### src/rtl/del_line_ctrl.sv
// del_line_ctrl: sequencer for a chain of ce-gated delay lines of depth LATENCY.
// Produces the shared clock enable from the pixel stream, tracks valid/end-of-line
// tags alongside the datapath and flushes the pipeline after the last pixel of a line.
module del_line_ctrl #(
    parameter int unsigned LATENCY = 8,
    parameter int unsigned CNT_W   = 12
) (
    input  logic             clk,
    input  logic             rst,
    input  logic             i_de,
    input  logic             i_eol,
    output logic             rdy,
    output logic             ce,
    output logic             o_de,
    output logic             o_eol,
    output logic [CNT_W-1:0] o_len,
    output logic             busy,
    output logic             ovf
);

    localparam logic [1:0] IDLE  = 2'd0;
    localparam logic [1:0] RUN   = 2'd1;
    localparam logic [1:0] FLUSH = 2'd2;

    localparam logic [7:0]       FLUSH_INIT = 8'(LATENCY - 1);
    localparam logic [CNT_W-1:0] CNT_MAX    = '1;

    logic [1:0]       state;
    logic [7:0]       flush_cnt;
    logic [CNT_W-1:0] pix_cnt;
    logic [CNT_W-1:0] pix_inc;
    logic             flushing;
    logic             acc;
    logic             top_vld;
    logic             top_eol;

    assign flushing = (state == FLUSH);
    assign rdy      = !flushing && !rst;
    assign acc      = i_de && rdy;
    assign ce       = !rst && (acc || flushing);
    assign busy     = (state != IDLE);
    assign pix_inc  = (pix_cnt == CNT_MAX) ? pix_cnt : pix_cnt + 1'b1;

    // The o_de/o_eol registers form the final stage, so only LATENCY-1 tag stages are kept here.
    if (LATENCY == 1) begin : g_direct
        assign top_vld = acc;
        assign top_eol = acc && i_eol;
    end else begin : g_tags
        logic [LATENCY-2:0] vld_sr;
        logic [LATENCY-2:0] eol_sr;

        // Tag shift registers advance together with the datapath on ce.
        always_ff @(posedge clk or posedge rst) begin
            if (rst) begin
                vld_sr <= '0;
                eol_sr <= '0;
            end else if (ce) begin
                for (int unsigned i = 1; i < LATENCY - 1; i++) begin
                    vld_sr[i] <= vld_sr[i-1];
                    eol_sr[i] <= eol_sr[i-1];
                end
                vld_sr[0] <= acc;
                eol_sr[0] <= acc && i_eol;
            end
        end

        assign top_vld = vld_sr[LATENCY-2];
        assign top_eol = eol_sr[LATENCY-2];
    end

    // Output strobes: a tagged pixel reaches the delay-line outputs on this ce pulse.
    always_ff @(posedge clk or posedge rst) begin
        if (rst) begin
            o_de  <= 1'b0;
            o_eol <= 1'b0;
        end else begin
            o_de  <= ce && top_vld;
            o_eol <= ce && top_eol;
        end
    end

    // Line state machine: open a line on the first pixel, flush after the last.
    always_ff @(posedge clk or posedge rst) begin
        if (rst) begin
            state     <= IDLE;
            flush_cnt <= '0;
        end else begin
            case (state)
                IDLE, RUN: begin
                    if (acc && i_eol) begin
                        if (LATENCY == 1) begin
                            state <= IDLE;
                        end else begin
                            state     <= FLUSH;
                            flush_cnt <= FLUSH_INIT;
                        end
                    end else if (acc) begin
                        state <= RUN;
                    end
                end
                FLUSH: begin
                    flush_cnt <= flush_cnt - 1'b1;
                    if (flush_cnt == 8'd1) begin
                        state <= IDLE;
                    end
                end
                default: state <= IDLE;
            endcase
        end
    end

    // Saturating pixel counter; latches the line length at end of line.
    always_ff @(posedge clk or posedge rst) begin
        if (rst) begin
            pix_cnt <= '0;
            o_len   <= '0;
        end else if (acc) begin
            if (i_eol) begin
                o_len   <= pix_inc;
                pix_cnt <= '0;
            end else begin
                pix_cnt <= pix_inc;
            end
        end
    end

    // Sticky overflow: a pixel was offered while the source was held off.
    always_ff @(posedge clk or posedge rst) begin
        if (rst) begin
            ovf <= 1'b0;
        end else if (i_de && !rdy) begin
            ovf <= 1'b1;
        end
    end

endmodule
### config.mk
export PLATFORM = sky130hd
export DESIGN_NAME = del_line_ctrl
export DESIGN_NICKNAME = d
export VERILOG_FILES = /design/src/rtl/del_line_ctrl.sv
export SDC_FILE = /design/constraint.sdc
export NUM_CORES = 1
export LEC_CHECK = 0
export ABC_AREA = 1
export CORE_MARGIN = 2
export CORE_UTILIZATION = 45
export CTS_CLUSTER_DIAMETER = 150
export DETAILED_ROUTE_END_ITERATION = 7
export PLACE_DENSITY_LB_ADDON = 0.25
export SLEW_MARGIN = 20
export SYNTH_ARGS = -nofsm -noshare
export SYNTH_HDL_FRONTEND = slang
export SYNTH_SLANG_ARGS = --single-unit
### constraint.sdc
create_clock -name clk -period 1.18 [get_ports clk]
set_input_delay 0.236 -clock clk [delete_from_list [all_inputs] [get_ports clk]]
set_output_delay 0.236 -clock clk [all_outputs]
set_load 0.05 [all_outputs]
==> out/metrics.yaml <==
power:
  p_leak_nw: 1.867
  powerDensity_nw_per_um2: 1837
  peakVddDrop_v: 0.001491
setup_path:
  crit_slowest_cell: "dfrtp_1"
  crit_path_max_fanout: 4
  critPathArrivalTime_ps: 1680
  start_kind: "register"
  crit_required_ps: 1400
  crit_top_cell: "buf_4"
  max_stage_delay_ps: 390
  crit_chain: "inv_2 -> nand2_4 -> buf_4 -> nand3_4 -> nor2_4 -> buf_4 -> buf_6 -> buf_4 -> a211oi_2"
  timing.rr.end: "state[0]"
  worst-setup-path-type: "reg -> reg"
  endpoint_kind: "register"
  reg2reg_depth: 9
  r2r_start: "state[0]"
  r2r_slack_ps: -280
sta:
  fin_crit_ps: 1456
  fin_ws_ps: -275.9
  rsz0062_at_grt: "true"
  worst_pin_slew_ps: 629.8
  relSlewSlack: 0.5802
  fin_skew_ps: 11.27
  holdWs_ps: 285.6
  setup_tns_ps: -7684
  fin_crit_sh: 1.234
  finalHoldViolations: 0
  setup_viol: 41
  maxSlewViolCount: 0
  fmax_mhz: 686.9
drt:
  totalWireLength_um: 5765
  first_iter_violations: 169
  antenna_left: 0
  wire_per_inst_um: 13.04
  drc: 0
  vias_per_cell: 4.959
  via_count: 2192
  dr.pass1.iters: 4
clock_network:
  clk_latency_ps: 320
  clock-sinks: 51
  path_clk_slew_ps: 110
  cts-root-buf: "clkbuf_8"
  cts_buffer_depth: 2
  h-tree-depth: 2
  cts_made_buffers: 5
  cts_tree: "yes"
global_routing:
  antenna_found_initial: 0
  grt_overflow: 0
  grt.total_usage: 0.1886
  first_global_vias: 2056
  grt_max_degree: 52
  grt_pass1_wl_um: 9177
finish:
  nNetsFinal: 376
  post-route-util: 0.6780
  drive_gt1_frac: 0.3676
  layoutNonFillerInstCount: 442
  final_cell_mix: "102 x nand2_1, 51 x dfrtp_1, 39 x buf_4, 23 x inv_1, 18 x buf_12"
  n_antenna_cell: 0
  nFillCells: 426
  synthToLayoutAreaGrowth_pct: 48.08
  stdcell_area_um2: 3665
  final_common_cell: "nand2_1"
placement:
  gp_congestion: 0.8273
  dp_hpwl_um: 3507
  post_dp_cell_area_um2: 3148
  dp.cells: 413
  io_buffers: 21
synthesis:
  syn_nets: 304
  synth_top_area_frac: 0.5157
  netlist_area_um2: 2475
  ys_warn_count: 0
  async_flop_share: 1.000
  yosysTopAreaCell: "dfrtp_1"
  synth-seq-cells: 51
  synth.area.top_cells: "dfrtp_1 52%, nand2_1 17%, nand3_1 5.3%"
  synth-edff-count: 0
  synthFlopType: "dfrtp_1"
  synth_cell_types: 31
  synth_cells: 297
  postSynthAreaPerCell_um2: 8.333
  synth-seq-area-share: 0.5157
floorplanning:
  die_y_um: 78.16
  initial_core_util: 0.4579
  die_area_um2: 6109
  design.core.area_um2: 5405
  io_pins: 22
  die_x_um: 78.16
  fp-row-count: 27
hold_path:
  hp-class: "in -> reg"
  min_to: "ovf"
  worstHoldStart: "i_de"
  holdPathStages: 3
run_status:
  violations: "negative setup slack"
  status: "finished with violations"
run:
  maxCapViolCount: 0
[synth_stat cells (2+ instances only)]
cell / count
buf_2: 2
nand3b_1: 3
inv_1: 32
o21ai_1: 5
ha_1: 3
nor2_1: 9
nand2_2: 4
nand4_1: 6
o21ai_0: 16
nand2_1: 112
nor2_2: 2
nor2_4: 3
dfrtp_1: 51
nand3_1: 26
a21oi_1: 2
nor3_1: 2
inv_2: 2
buf_6: 4
[registers in the layout (all words and copies together) (netlist names)]
signal and flops:
o_len 12, pix_cnt 12, flush_cnt 8, g_tags.eol_sr 7, g_tags.vld_sr 7, state 2, o_de 1, o_eol 1
ovf 1
[metrics by stage]
stage	worst slack, ps	power (mW)
final	-275.9	6.731
after global routing	-352.9	7.200
after CTS	-260.2	6.377
after detailed placement	-502.4	5.050
after global placement	-470.7	4.982
after floorplan	-54.96	3.998
[power by group]
part           switching (mW)  internal [mW]  leakage [nW]
sequential              0.361           2.24         0.674
clock                   0.633          0.437        0.0491
combinational            1.63           1.43          1.14
[area by class of cell]
type | instances | area, µm² | area share
clock buffer | 5 | 68.82 | 0.01878
timing repair buffer | 70 | 818.3 | 0.2233
multi-input combinational | 206 | 1224 | 0.3339
sequential | 51 | 1276 | 0.3482
inverter | 34 | 153.9 | 0.04199
clock inverter | 3 | 26.28 | 0.007170
tap | 72 | 90.09 | 0.02458
timing repair inverter | 1 | 7.507 | 0.002048
[worst max path at each step]
stage | from | end | slack [ps] | cells past startpoint
global route | state[0] | state[0] | -350 | 9
floorplan | state[0] | ce | -50 | 5
finish | state[0] | state[0] | -280 | 9
detailed placement | rst | o_len[2] | -500 | 7
global placement | rst | state[0] | -470 | 6
CTS | state[0] | ce | -260 | 4
[worst max-delay path, delay by kind of cell (launching register included)]
family                 cells  cell delay, ps
buffers and inverters      5             610
AND/OR/NAND/NOR            3             190
flip-flops                 1             390
AO/OA/AOI/OAI              1             170
[what timing repair did]
action | in CTS | in global routing
gates resized for setup | 28 | 45
gates cloned | 1 | 2
pin swaps | 11 | 17
hold buffers | 0 | 0
endpoints found under the setup margin | 53 | 52
buffers inserted | 9 | 10
[layer usage]
metal | up-vias | wire length (µm) | global-route usage
met5 | - | 0 | 0
met4 | 0 | 126 | 0.07018
met3 | 11 | 246 | 0.04138
met2 | 47 | 2892 | 0.3060
met1 | 1044 | 2500 | 0.2491
li1 | 1090 | - | -
[kinds of logic after synthesis]
group	synth area share
compound gates	0.07078
fa+ha+maj	0.01517
buf+inv	0.07685
flops	0.5157
simple gates	0.3215
Note: power is estimated with default switching activity, not from simulation.
